$ cat src/rtl/pipe_ctrl_pkg.sv
// Shared decode constants, write-data select enum and the per-slot destination record
// used by the pipeline control tracker and the hazard unit.
package pipe_ctrl_pkg;

   localparam int DEC_TNEW_W = 2;

   localparam logic [5:0] OP_SPECIAL = 6'h00;
   localparam logic [5:0] OP_JAL     = 6'h03;
   localparam logic [5:0] OP_ADDI    = 6'h08;
   localparam logic [5:0] OP_ADDIU   = 6'h09;
   localparam logic [5:0] OP_SLTI    = 6'h0a;
   localparam logic [5:0] OP_SLTIU   = 6'h0b;
   localparam logic [5:0] OP_ANDI    = 6'h0c;
   localparam logic [5:0] OP_ORI     = 6'h0d;
   localparam logic [5:0] OP_XORI    = 6'h0e;
   localparam logic [5:0] OP_LUI     = 6'h0f;
   localparam logic [5:0] OP_COP0    = 6'h10;
   localparam logic [5:0] OP_LB      = 6'h20;
   localparam logic [5:0] OP_LH      = 6'h21;
   localparam logic [5:0] OP_LW      = 6'h23;
   localparam logic [5:0] OP_LBU     = 6'h24;
   localparam logic [5:0] OP_LHU     = 6'h25;

   localparam logic [5:0] F_SLL   = 6'h00;
   localparam logic [5:0] F_SRL   = 6'h02;
   localparam logic [5:0] F_SRA   = 6'h03;
   localparam logic [5:0] F_SLLV  = 6'h04;
   localparam logic [5:0] F_SRLV  = 6'h06;
   localparam logic [5:0] F_SRAV  = 6'h07;
   localparam logic [5:0] F_JALR  = 6'h09;
   localparam logic [5:0] F_MFHI  = 6'h10;
   localparam logic [5:0] F_MTHI  = 6'h11;
   localparam logic [5:0] F_MFLO  = 6'h12;
   localparam logic [5:0] F_MTLO  = 6'h13;
   localparam logic [5:0] F_MULT  = 6'h18;
   localparam logic [5:0] F_MULTU = 6'h19;
   localparam logic [5:0] F_DIV   = 6'h1a;
   localparam logic [5:0] F_DIVU  = 6'h1b;
   localparam logic [5:0] F_ADD   = 6'h20;
   localparam logic [5:0] F_ADDU  = 6'h21;
   localparam logic [5:0] F_SUB   = 6'h22;
   localparam logic [5:0] F_SUBU  = 6'h23;
   localparam logic [5:0] F_AND   = 6'h24;
   localparam logic [5:0] F_OR    = 6'h25;
   localparam logic [5:0] F_XOR   = 6'h26;
   localparam logic [5:0] F_NOR   = 6'h27;
   localparam logic [5:0] F_SLT   = 6'h2a;
   localparam logic [5:0] F_SLTU  = 6'h2b;

   localparam logic [4:0] RS_MFC0 = 5'h00;
   localparam logic [4:0] RS_MTC0 = 5'h04;
   localparam logic [4:0] RS_CO   = 5'h10;

   localparam logic [DEC_TNEW_W-1:0] TNEW_ZERO = 2'd0;
   localparam logic [DEC_TNEW_W-1:0] TNEW_ALU  = 2'd1;
   localparam logic [DEC_TNEW_W-1:0] TNEW_LOAD = 2'd2;

   typedef enum logic [1:0] {
      WD_ALU = 2'd0,
      WD_MEM = 2'd1,
      WD_PC8 = 2'd2,
      WD_CP0 = 2'd3
   } wdsel_e;

   typedef struct packed {
      logic [4:0]            a3;
      logic [DEC_TNEW_W-1:0] tnew;
      logic                  rw;
      wdsel_e                wdsel;
      logic                  valid;
   } slot_t;

   localparam slot_t BUBBLE = '{a3: 5'd0, tnew: 2'd0, rw: 1'b0, wdsel: WD_ALU, valid: 1'b0};

endpackage

$ cat src/rtl/instr_dest_decoder.sv
// Combinational map from a 32-bit instruction to its destination record.
// Defining HILO_EN makes mfhi/mflo register writers; otherwise HI/LO encodings are unknown.
module instr_dest_decoder
   import pipe_ctrl_pkg::*;
(
   input  logic [31:0] instr_i,
   output slot_t       dest_o
);

   logic [5:0] op_s;
   logic [5:0] funct_s;
   logic [4:0] rs_s;
   logic [4:0] rt_s;
   logic [4:0] rd_s;
   logic       unused_shamt_s;
   slot_t      raw_s;

   assign op_s           = instr_i[31:26];
   assign rs_s           = instr_i[25:21];
   assign rt_s           = instr_i[20:16];
   assign rd_s           = instr_i[15:11];
   assign funct_s        = instr_i[5:0];
   assign unused_shamt_s = ^instr_i[10:6];

   // Classify the encoding and pick destination, Tnew and write-data source
   always_comb begin
      raw_s       = BUBBLE;
      raw_s.valid = 1'b1;
      case (op_s)
         OP_SPECIAL: begin
            case (funct_s)
               F_SLL, F_SRL, F_SRA, F_SLLV, F_SRLV, F_SRAV,
               F_ADD, F_ADDU, F_SUB, F_SUBU, F_AND, F_OR, F_XOR, F_NOR,
               F_SLT, F_SLTU: begin
                  raw_s.a3 = rd_s; raw_s.tnew = TNEW_ALU; raw_s.rw = 1'b1; raw_s.wdsel = WD_ALU;
               end
               F_JALR: begin
                  raw_s.a3 = rd_s; raw_s.tnew = TNEW_ZERO; raw_s.rw = 1'b1; raw_s.wdsel = WD_PC8;
               end
`ifdef HILO_EN
               F_MFHI, F_MFLO: begin
                  raw_s.a3 = rd_s; raw_s.tnew = TNEW_ALU; raw_s.rw = 1'b1; raw_s.wdsel = WD_ALU;
               end
               F_MTHI, F_MTLO, F_MULT, F_MULTU, F_DIV, F_DIVU: raw_s.rw = 1'b0;
`endif
               default: raw_s.rw = 1'b0;
            endcase
         end
         OP_ADDI, OP_ADDIU, OP_SLTI, OP_SLTIU, OP_ANDI, OP_ORI, OP_XORI, OP_LUI: begin
            raw_s.a3 = rt_s; raw_s.tnew = TNEW_ALU; raw_s.rw = 1'b1; raw_s.wdsel = WD_ALU;
         end
         OP_LB, OP_LH, OP_LW, OP_LBU, OP_LHU: begin
            raw_s.a3 = rt_s; raw_s.tnew = TNEW_LOAD; raw_s.rw = 1'b1; raw_s.wdsel = WD_MEM;
         end
         OP_JAL: begin
            raw_s.a3 = 5'd31; raw_s.tnew = TNEW_ZERO; raw_s.rw = 1'b1; raw_s.wdsel = WD_PC8;
         end
         OP_COP0: begin
            case (rs_s)
               RS_MFC0: begin
                  raw_s.a3 = rt_s; raw_s.tnew = TNEW_LOAD; raw_s.rw = 1'b1; raw_s.wdsel = WD_CP0;
               end
               RS_MTC0: raw_s.rw = 1'b0;
               RS_CO:   raw_s.rw = 1'b0;
               default: raw_s.rw = 1'b0;
            endcase
         end
         default: raw_s.rw = 1'b0;
      endcase
   end

   // Anything not writing a real register is carried as a clean non-writer
   always_comb begin
      dest_o = raw_s;
      if (raw_s.rw && (raw_s.a3 != 5'd0)) begin
         dest_o = raw_s;
      end else begin
         dest_o       = BUBBLE;
         dest_o.valid = raw_s.valid;
      end
   end

endmodule

$ cat src/rtl/pipe_ctrl_tracker.sv
// Decodes the D-stage instruction once and carries its destination record through
// STAGES slots (E..W), generating the D-stage stall request. HILO_EN selects HI/LO decode.
module pipe_ctrl_tracker
   import pipe_ctrl_pkg::*;
#(
   parameter int STAGES = 3,
   parameter int TNEW_W = 2,
   parameter int CNT_W  = 32
) (
   input  logic                       clk,
   input  logic                       reset,
   input  logic [31:0]                d_instr,
   input  logic                       d_valid,
   input  logic [1:0]                 d_tuse_rs,
   input  logic [1:0]                 d_tuse_rt,
   input  logic                       flush,
   output logic                       stall_req,
   output logic [5*STAGES-1:0]        slot_a3,
   output logic [TNEW_W*STAGES-1:0]   slot_tnew,
   output logic [STAGES-1:0]          slot_rw,
   output logic                       w_rw,
   output logic [4:0]                 w_a3,
   output logic [1:0]                 w_wdsel,
   output logic [CNT_W-1:0]           retired_cnt
);

   logic [4:0]        a3_q    [STAGES];
   logic [4:0]        a3_d    [STAGES];
   logic [TNEW_W-1:0] tnew_q  [STAGES];
   logic [TNEW_W-1:0] tnew_d  [STAGES];
   wdsel_e            wdsel_q [STAGES];
   wdsel_e            wdsel_d [STAGES];
   logic [STAGES-1:0] rw_q, rw_d;
   logic [STAGES-1:0] valid_q, valid_d;
   logic [CNT_W-1:0]  cnt_q, cnt_d;

   slot_t      dec_s;
   logic [4:0] rs_s;
   logic [4:0] rt_s;
   logic       hit_s;

   assign rs_s = d_instr[25:21];
   assign rt_s = d_instr[20:16];

   instr_dest_decoder u_dec (
      .instr_i (d_instr),
      .dest_o  (dec_s)
   );

   // A D-stage source is stalled while an older producer's result arrives later than needed
   always_comb begin
      hit_s = 1'b0;
      for (int i = 0; i < STAGES; i++) begin
         if (rw_q[i] && (a3_q[i] != 5'd0) &&
             (((a3_q[i] == rs_s) && (32'(tnew_q[i]) > 32'(d_tuse_rs))) ||
              ((a3_q[i] == rt_s) && (32'(tnew_q[i]) > 32'(d_tuse_rt))))) begin
            hit_s = 1'b1;
         end else begin
            hit_s = hit_s;
         end
      end
      stall_req = d_valid && hit_s;
   end

   // Slot advance: older slots always move on; slot 0 takes D unless stalled or flushed
   always_comb begin
      cnt_d   = cnt_q + CNT_W'(valid_q[STAGES-1]);
      rw_d    = '0;
      valid_d = '0;
      for (int i = 0; i < STAGES; i++) begin
         a3_d[i]    = 5'd0;
         tnew_d[i]  = '0;
         wdsel_d[i] = WD_ALU;
      end
      if (flush) begin
         rw_d    = '0;
         valid_d = '0;
      end else begin
         for (int i = 1; i < STAGES; i++) begin
            a3_d[i]    = a3_q[i-1];
            rw_d[i]    = rw_q[i-1];
            wdsel_d[i] = wdsel_q[i-1];
            valid_d[i] = valid_q[i-1];
            tnew_d[i]  = (tnew_q[i-1] == '0) ? '0 : tnew_q[i-1] - TNEW_W'(1);
         end
         if (d_valid && !stall_req) begin
            a3_d[0]    = dec_s.a3;
            tnew_d[0]  = TNEW_W'(dec_s.tnew);
            rw_d[0]    = dec_s.rw;
            wdsel_d[0] = dec_s.wdsel;
            valid_d[0] = dec_s.valid;
         end else begin
            rw_d[0]    = 1'b0;
            valid_d[0] = 1'b0;
         end
      end
   end

   // Slot and retired-counter registers
   always_ff @(posedge clk or posedge reset) begin
      if (reset) begin
         for (int i = 0; i < STAGES; i++) begin
            a3_q[i]    <= 5'd0;
            tnew_q[i]  <= '0;
            wdsel_q[i] <= WD_ALU;
         end
         rw_q    <= '0;
         valid_q <= '0;
         cnt_q   <= '0;
      end else begin
         for (int i = 0; i < STAGES; i++) begin
            a3_q[i]    <= a3_d[i];
            tnew_q[i]  <= tnew_d[i];
            wdsel_q[i] <= wdsel_d[i];
         end
         rw_q    <= rw_d;
         valid_q <= valid_d;
         cnt_q   <= cnt_d;
      end
   end

   // Pack per-slot state onto the flat output buses, slot 0 in the LSBs
   always_comb begin
      slot_a3   = '0;
      slot_tnew = '0;
      for (int i = 0; i < STAGES; i++) begin
         slot_a3[5*i +: 5]           = a3_q[i];
         slot_tnew[TNEW_W*i +: TNEW_W] = tnew_q[i];
      end
   end

   assign slot_rw     = rw_q;
   assign w_rw        = rw_q[STAGES-1];
   assign w_a3        = a3_q[STAGES-1];
   assign w_wdsel     = wdsel_q[STAGES-1];
   assign retired_cnt = cnt_q;

endmodule

$ cat config.mk
export PLATFORM = sky130hd
export DESIGN_NAME = pipe_ctrl_tracker
export DESIGN_NICKNAME = d
export VERILOG_FILES = /design/src/rtl/pipe_ctrl_pkg.sv /design/src/rtl/instr_dest_decoder.sv /design/src/rtl/pipe_ctrl_tracker.sv
export SDC_FILE = /design/constraint.sdc
export NUM_CORES = 1
export LEC_CHECK = 0
export ABC_AREA = 1
export CORE_UTILIZATION = 44
export DETAILED_ROUTE_END_ITERATION = 12
export MAX_ROUTING_LAYER = met4
export PLACE_DENSITY = 0.85
export SLEW_MARGIN = 15
export SYNTH_ARGS = -nofsm -noshare
export SYNTH_HDL_FRONTEND = slang
export SYNTH_SLANG_ARGS = --single-unit
$ cat constraint.sdc
create_clock -name clk -period 1.9 [get_ports clk]
set_input_delay 0.38 -clock clk [delete_from_list [all_inputs] [get_ports clk]]
set_output_delay 0.38 -clock clk [all_outputs]
set_load 0.02 [all_outputs]
Word-level counts from Yosys, hierarchy flattened. Cells that the tools add are included.

Equality and inequality tests: 37. Reductions and logical operators: 33. $add $sub $neg: 3. Magnitude comparators: 6. Muxes and demuxes: 25.

Operator list (count): equality test 6 bit, second input constant (15); equality test 6 x 4 -> 1 bit, second input constant (9); one-hot mux 7 bit (5 select lines) (1); adder 32 x 1 -> 32 bit (1); equality test 5 bit (6); nonzero test 5 bit (4); equality test 6 x 2 -> 1 bit, second input constant (3); equality test 6 x 3 -> 1 bit, second input constant (3); OR reduction 17 bit (1); OR reduction 16 bit (1); logical AND 1 bit (15); 2-to-1 mux 15 bit (1); one-hot mux 7 bit (2 select lines) (1); OR reduction 14 bit (1); > comparator 2 bit (6); zero test 6 bit (2); 2-to-1 mux 2 bit (6); 2-to-1 mux 6 bit (2); 2-to-1 mux 11 bit (1); one-hot mux 2 bit (4 select lines) (1); OR reduction 8 bit (1); 2-to-1 mux 1 bit (7); 2-to-1 mux 7 bit (1); equality test 6 x 5 -> 1 bit, second input constant (1); other kinds (9) (14).

Input port bits: 40. Output and inout port bits: 65. Register bits: 65. Logic and storage cells: 116.

Longest topological paths before layout. Gate-level depths: netlist (run 1).

Word-level depth: 12. Gate-level depth with buffers: 13.

By module. From an unflattened synthesis (run 1), not the netlist that was laid out.

Cells, all modules: 506. Area, all modules: 3912.5 µm².

By module, submodules not included: pipe_ctrl_tracker (cells each 423, sequential area each 1626.6 µm², instances 1, area each 3499.6 µm²); instr_dest_decoder (cells each 83, sequential area each 0.0 µm², instances 1, area each 412.9 µm²).

Worst setup path after synthesis (run 1). Ideal clock, no wire load.

Path kind: register to register. Start: register cnt_q[0], in the netlist retired_cnt[0]. End: register cnt_q[26], in the netlist retired_cnt[26]. Setup time: 0.131 ns. Path slack: -0.090 ns. Data arrival time: 1.859 ns. Clock period less this slack: 1.990 ns. Stages on the path, launching flop included: 13. Required time: 1.769 ns. Path buffers: 0. Path through: dfrtp_1 > ha_1 > ha_1 > nand3_2 > nor2_4 > nand2_4 > nor2_4 > nand2_4 > nor2_8 > nand3_4 > nor2_4 > nand2_2 > xnor2_2.

Longest elaborated chain between the ends: 1.

RTL lines: start, declared (RTL line pipe_ctrl_tracker.sv:35) `logic [CNT_W-1:0] cnt_q, cnt_d;`; start signal, assigned (RTL line pipe_ctrl_tracker.sv:118) `cnt_q <= cnt_d;`; adder 32 x 1 -> 32 bit (RTL line pipe_ctrl_tracker.sv:67) `cnt_d = cnt_q + CNT_W'(valid_q[STAGES-1]);`; net cnt_d[26] (RTL line pipe_ctrl_tracker.sv:35).

The timed path passes the listed nets, and every way through them passes these cells.

Final worst setup path (run 1).
Start: register tnew_q (netlist bit slot_tnew[5]). End: output stall_req.

Longest elaborated chain between the ends: 6.

RTL lines: start, declared (RTL line pipe_ctrl_tracker.sv:29) `logic [TNEW_W-1:0] tnew_q [STAGES];`; start signal, assigned by index (RTL line pipe_ctrl_tracker.sv:113) `tnew_q[i] <= tnew_d[i];`; > comparator 2 bit, on equally long branches (RTL line pipe_ctrl_tracker.sv:55, pipe_ctrl_tracker.sv:56); logical AND 1 bit, on equally long branches (RTL line pipe_ctrl_tracker.sv:55, pipe_ctrl_tracker.sv:56); logical OR 1 bit * (RTL line pipe_ctrl_tracker.sv:55) `(((a3_q[i] == rs_s) && (32'(tnew_q[i]) > 32'(d_tuse_rs))) ||`; logical AND 1 bit * (RTL line pipe_ctrl_tracker.sv:54) `if (rw_q[i] && (a3_q[i] != 5'd0) &&`; 2-to-1 mux 1 bit * (RTL line pipe_ctrl_tracker.sv:54); logical AND 1 bit * (RTL line pipe_ctrl_tracker.sv:62) `stall_req = d_valid && hit_s;`; end, declared (RTL line pipe_ctrl_tracker.sv:17) `output logic stall_req,`.

Every way passes the cells marked *; elsewhere a longest branch is shown, timed or not.

==> metrics, run 1 <==
Fillers=592; CTS Hold Bufs=0; Avg Cell Area, Syn=7.79 um^2; crit-path cells=buf_6, ha_4, nand2_1, nand3_2, a21oi_1, nand3_1, nand2_1, nand2_2, nand3_4, nand2_1, inv_1, buf_6; Top delay family on crit path=simple AND/OR/NAND/NOR gates; Iteration-0 DRC Markers=144; final net count=728; Die H=95.4 um; vias in the first global route=3848; initial antenna violation count=0; relative slew slack=77.2%; Placer Congestion=0.898; Final setup viols=11; PortBufs=99; Pins Over Slew Limit=0; post-route ant nets=0; I/O pin count=105; # diodes=0; Detail Placement HPWL=8040 um; reg-to-reg endpoint=slot_tnew[1]$_DFF_PP0_; worst hold path depth=2; WS Path Type=reg -> out; status=finished with violations; R2R depth=13; clock latency on the worst-skew pair=0.35 ns; Worst R2R Setup Slack=-0.14 ns; Clock Skew=0.0125 ns; Mapped Area=0.00384 mm^2; floorplan row count=33; commonest cells after routing, fill and taps aside=106 x nand2_1, 83 x inv_1, 78 x buf_4; maxcap violations=0; Design Power=3.09 mW; CTS H-tree depth=3; worst hold endpoint=wdsel_q[3]$_DFF_PP0_; share of cells above drive strength 1=22.8%; Mapped Nets=547; vias per cell=4.94; worst endpoint required time=1.52 ns; # DRC=0; Core Box Area=0.00834 mm^2; worst hold path class=reg -> reg; multi-input logic area=0.00204 mm^2; Place WS=-1.01 ns; root buffer cell=clkbuf_8; post-route setup slack=-0.407 ns; CP max stage delay=0.44 ns; DIE WIDTH=95.4 um; routed via count=3870; routed len/inst=14.0 um; fin crit share=121%; most common cell after layout, fill and taps aside=nand2_1; Finished Core Util=71.5%; Hold Path Origin=wdsel_q[5]$_DFF_PP0_; Critical Path End Type=output pin; Overflow after GRT=0; Yosys reg bits=65; RR Startpoint=slot_tnew[1]$_DFF_PP0_; failing checks=setup timing; initial core utilization=46.0%; setup tns final=-1.49 ns; FF/Latch Area=0.00163 mm^2; nature of the critical path startpoint=flip-flop; WP data arrival=1.93 ns; Slew @ Worst Pin=0.343 ns; First-pass DRT Iterations=4; clock-pin slew on the worst setup and hold paths=0.07 ns; register area share after synthesis=42.4%; Worst IR Drop VDD=0.273 mV; Hold Fails Final Rpt=0; total track usage=24.8%; slowest CP cell=dfrtp_2; clock tree from TritonCTS=yes; largest net degree at the start of global routing=66; Power Density=518 mW/mm^2; Inserted Clock Buffers=9; hold_ws=0.468 ns; Clock Sinks=65; worst-path fanout max=3; f_max=433 MHz; clock buffer depth=2; WP buf/inv=3; crit path time final=2.31 ns; RSZ-0062 raised after global routing=true; Synth Instances=493; Area growth, synth to finish=55.2%; first-pass GRT wire length=16800 um; drt total wl=11000 um; Top cell by count, worst path=nand2_1; full die area=0.00910 mm^2; post-synth cell types=32; Warnings, synthesis=0; Pleak=3.29 nW
flip-flops by register name, indices dropped and copies added, names as in the netlist:
name and count:
slot_tnew 6, wdsel_q 4, slot_a3 10, w_wdsel 2
slot_rw 3, valid_q 3, retired_cnt 32, w_a3 5
cell type report:
cell class	instances	share of cell area [%]
repair buffers	179	27.8
inverters	88	5.65
clock inverters	6	0.588
well taps	105	2.20
flip-flops and latches	65	27.4
clock buffers	10	2.14
multi-input cells	331	34.2
layer usage:
metal	vias up	GRT usage (%)	share of wire, %
met4	0	13.1	2.8
met3	32	3.83	5.1
li1	1891	-	-
met5	-	-	0
met2	146	43.9	53
met1	1801	26.8	39
cells in the mapped netlist, drive strengths merged:
cell type	count	area share (%)
nor3	10	1.3
dfrtp	65	42
o21ai	12	1.6
nor3b	1	0.20
ha	14	4.6
nand3b	1	0.20
a21oi	12	1.6
nor4b	1	0.23
o22ai	2	0.33
xnor2	8	2.0
xor2	28	6.4
o21bai	1	0.20
o211a	1	0.26
inv	88	8.6
clkbuf	2	0.20
nand4	9	1.5
a22oi	1	0.20
nor2	76	8.8
nor4	3	0.49
nand2	114	12
o21a	1	0.20
buf	8	1.6
o211ai	1	0.20
nand3	34	5.3
power by group:
part	internal [mW]	leakage (nW)	switching, mW
Combinational	0.280	2.31	0.301
Sequential	1.44	0.895	0.0682
Clock	0.464	0.0818	0.537
Total	2.18	3.29	0.906
worst reg2reg max path, stage by stage (launching register included):
cell and delay [ns]:
dfrtp_1 0.39, buf_4 0.15, ha_4 0.21, a21oi_1 0.18, a21oi_1 0.07, nand3_1 0.08, nand2_1 0.05, nand2_1 0.09
nand3_4 0.09, buf_4 0.14, buf_6 0.11, nor2_4 0.18, nand2_4 0.13, nor2_4 0.11
worst max path at each step:
stage                             startpoint  slack, ns                        end  cells past startpoint
floorplan           retired_cnt[0]$_DFF_PP0_     -0.006  retired_cnt[26]$_DFF_PP0_                     12
global placement                d_tuse_rs[1]       -1.0                  stall_req                     14
detailed placement              d_tuse_rs[1]      -1.01                  stall_req                     14
CTS                   slot_tnew[5]$_DFF_PP0_      -0.45                  stall_req                     12
global route          slot_tnew[5]$_DFF_PP0_      -0.54                  stall_req                     12
finish                slot_tnew[5]$_DFF_PP0_      -0.41                  stall_req                     12
through the flow:
stage                     area [um^2]  std cells
final                            5960        784
after detailed placement         5470        757
after floorplan                  3880        493
after global routing             5960        784
after global placement           5470        757
after CTS                        5710        774
kinds of logic after synthesis:
group / after synthesis / share of synthesized area, %
AND/OR/NAND/NOR: 249 / 29.8
buffers and inverters: 98 / 10.4
flip-flops: 65 / 42.4
XOR/XNOR: 36 / 8.41
AO/OA/AOI/OAI: 31 / 4.50
adder cells (fa/ha/maj): 14 / 4.56
timing repair:
action	CTS	global route
setup endpoints to repair	16	29
cloned	0	1
buffers inserted	1	9
gates resized for setup	28	53
pin swaps	10	17
No activity file was read; power rests on OpenSTA's default activity.
==> inputs of run 2 (changes only) <==
--- a/config.mk
+++ b/config.mk
@@ -7,6 +7,7 @@
 export LEC_CHECK = 0
 export ABC_AREA = 1
 export CORE_UTILIZATION = 44
+export CTS_CLUSTER_SIZE = 28
 export DETAILED_ROUTE_END_ITERATION = 12
 export MAX_ROUTING_LAYER = met4
 export PLACE_DENSITY = 0.85
==> results of run 2 <==
The final DEF is identical to that of run 1; final timing and power are the same.
==> inputs of run 3 (changes only) <==
--- a/config.mk
+++ b/config.mk
@@ -10,7 +10,8 @@
 export CTS_CLUSTER_SIZE = 28
 export DETAILED_ROUTE_END_ITERATION = 12
 export MAX_ROUTING_LAYER = met4
-export PLACE_DENSITY = 0.85
+export PLACE_DENSITY = 0.77
+export SETUP_SLACK_MARGIN = 0.2
 export SLEW_MARGIN = 15
 export SYNTH_ARGS = -nofsm -noshare
 export SYNTH_HDL_FRONTEND = slang
==> metrics, run 3 (synthesis results as in run 1) <==
clock-pin slew on the worst setup and hold paths=0.08 ns (about the same); initial antenna violation count=0 (unchanged); Core Box Area=0.00834 mm^2 (unchanged); Pins Over Slew Limit=0 (unchanged); root buffer cell=clkbuf_8; first-pass GRT wire length=18900 um (+13%); share of cells above drive strength 1=27.6% (+4.8 points); I/O pin count=105 (unchanged); Clock Sinks=65 (unchanged); vias in the first global route=3933 (+2.2%); RR Startpoint=slot_tnew[5]$_DFF_PP0_; PortBufs=99 (unchanged); Iteration-0 DRC Markers=260 (+81%); reg-to-reg endpoint=wdsel_q[4]$_DFF_PP0_; Inserted Clock Buffers=9 (unchanged); f_max=421 MHz (-3.0%); crit path time final=2.38 ns (+0.0702 ns); Detail Placement HPWL=8190 um (+1.8%); RSZ-0062 raised after global routing=true; Critical Path End Type=flip-flop; nature of the critical path startpoint=input pin; most common cell after layout, fill and taps aside=nand2_1; Power Density=542 mW/mm^2 (+4.8%); post-route setup slack=-0.477 ns (-0.0702 ns); maxcap violations=0 (unchanged); post-route ant nets=0 (unchanged); setup tns final=-5.33 ns (-3.84 ns); vias per cell=5.00 (+1.4%); full die area=0.00910 mm^2 (unchanged); Non-Filler Cell Area, Final=0.00612 mm^2 (+2.7%); worst hold path class=in -> async; WP data arrival=2.65 ns (+0.72 ns); Pleak=3.43 nW (+4.3%); worst endpoint required time=2.17 ns (+0.65 ns); clock latency on the worst-skew pair=0.35 ns (about the same); First-pass DRT Iterations=5 (+1); Final setup viols=13 (+2); initial core utilization=46.0% (unchanged); final net count=740 (+1.6%); DP Area=0.00549 mm^2 (+0.30%); Worst R2R Setup Slack=-0.46 ns (-0.32 ns); CTS H-tree depth=3 (unchanged); WS Path Type=in -> reg; Placer Congestion=0.922 (+2.7%); relative slew slack=75.5% (-1.6 points); failing checks=setup timing; drt total wl=12400 um (+12%); total track usage=28.3% (+3.4 points); CTS Hold Bufs=0 (unchanged); routed via count=3983 (+2.9%); floorplan row count=33 (unchanged); worst-path fanout max=5 (+2); Worst IR Drop VDD=0.363 mV (+33%); Overflow after GRT=0 (unchanged); # DRC=0 (unchanged); clock tree from TritonCTS=yes; Die H=95.4 um (unchanged); # diodes=0 (unchanged); routed len/inst=15.5 um (+11%); Area growth, synth to finish=59.4%; fin crit share=125% (+3.7 points); DIE WIDTH=95.4 um (unchanged); Slew @ Worst Pin=0.367 ns (+0.0245 ns); commonest cells after routing, fill and taps aside=101 x nand2_1, 81 x inv_1, 77 x buf_4; R2R depth=18 (+5); status=finished with violations; Clock Skew=0.0174 ns (+0.00485 ns); max reg flops=32 (unchanged); clock buffer depth=2 (unchanged); Hold Fails Final Rpt=0 (unchanged); largest net degree at the start of global routing=66 (unchanged)
## run 3: worst max-delay path, cell delays in order
cell and delay (ns):
clkdlybuf4s50_1 0.60, xor2_1 0.19, nor2_1 0.07, nand3_1 0.08, nand2_1 0.06, nand2_2 0.09
nand3_4 0.11, buf_6 0.13, buf_6 0.10, buf_6 0.10, buf_6 0.10, buf_6 0.10
buf_6 0.11, nor2_4 0.16, nand2_4 0.12, nor2_2 0.11
## run 3: routing by layer
metal | vias to the layer above | routed length, um | track usage (%)
met5 | - | 0 | -
met4 | 0 | 394 | 11.7
met3 | 43 | 626 | 5.34
met2 | 152 | 6220 | 46.1
met1 | 1881 | 5120 | 34.4
li1 | 1907 | - | -
## run 3: repair_timing
action	4_1_cts	5_1_grt
buffers inserted	11	13
gates resized for setup	112	44
pin swaps	22	32
cloned	1	0
endpoints found under the setup margin	83	28
## run 3: through the flow
step           std cells  utilization (%)  power (mW)  worst slack (ns)  hold WS (ns)
2_1_floorplan        493                -        1.77          -0.00513         0.434
3_3_place_gp         755             65.8        2.05            -0.966         0.442
3_5_place_dp         755             65.8        2.07            -0.983         0.449
4_1_cts              783             70.4        3.28            -0.404         0.460
5_1_grt              796             73.4        3.46            -0.598         0.480
6_report             796             73.4        3.32            -0.477         0.460
## run 3: worst max path at each step
| stage | startpoint | endpoint | slack, ns | cells after the start |
|---|---|---|---|---|
| final | d_instr[18] | wdsel_q[4]$_DFF_PP0_ | -0.48 | 16 |
| after detailed placement | d_tuse_rs[1] | stall_req | -0.98 | 14 |
| after global routing | slot_tnew[5]$_DFF_PP0_ | slot_tnew[0]$_DFF_PP0_ | -0.60 | 18 |
| after global placement | d_tuse_rs[1] | stall_req | -0.97 | 14 |
| after CTS | slot_tnew[5]$_DFF_PP0_ | stall_req | -0.40 | 12 |
| after floorplan | retired_cnt[0]$_DFF_PP0_ | retired_cnt[26]$_DFF_PP0_ | -0.005 | 12 |
## run 3: final cells by class
| class | count | area [um^2] |
|---|---|---|
| clock buffer | 9 | 124 |
| inverter | 88 | 334 |
| multi-input combinational | 331 | 2140 |
| tap | 105 | 131 |
| fill | 609 | 2220 |
| clock inverter | 7 | 77.6 |
| timing repair buffer | 191 | 1670 |
| sequential | 65 | 1640 |
## run 3: where the power goes
group,internal (mW),total [mW],leakage (nW),switching [mW]
Combinational,0.252,0.559,2.45,0.306
Clock,0.618,1.23,0.100,0.614
Sequential,1.44,1.53,0.879,0.0902
Total,2.31,3.32,3.43,1.01
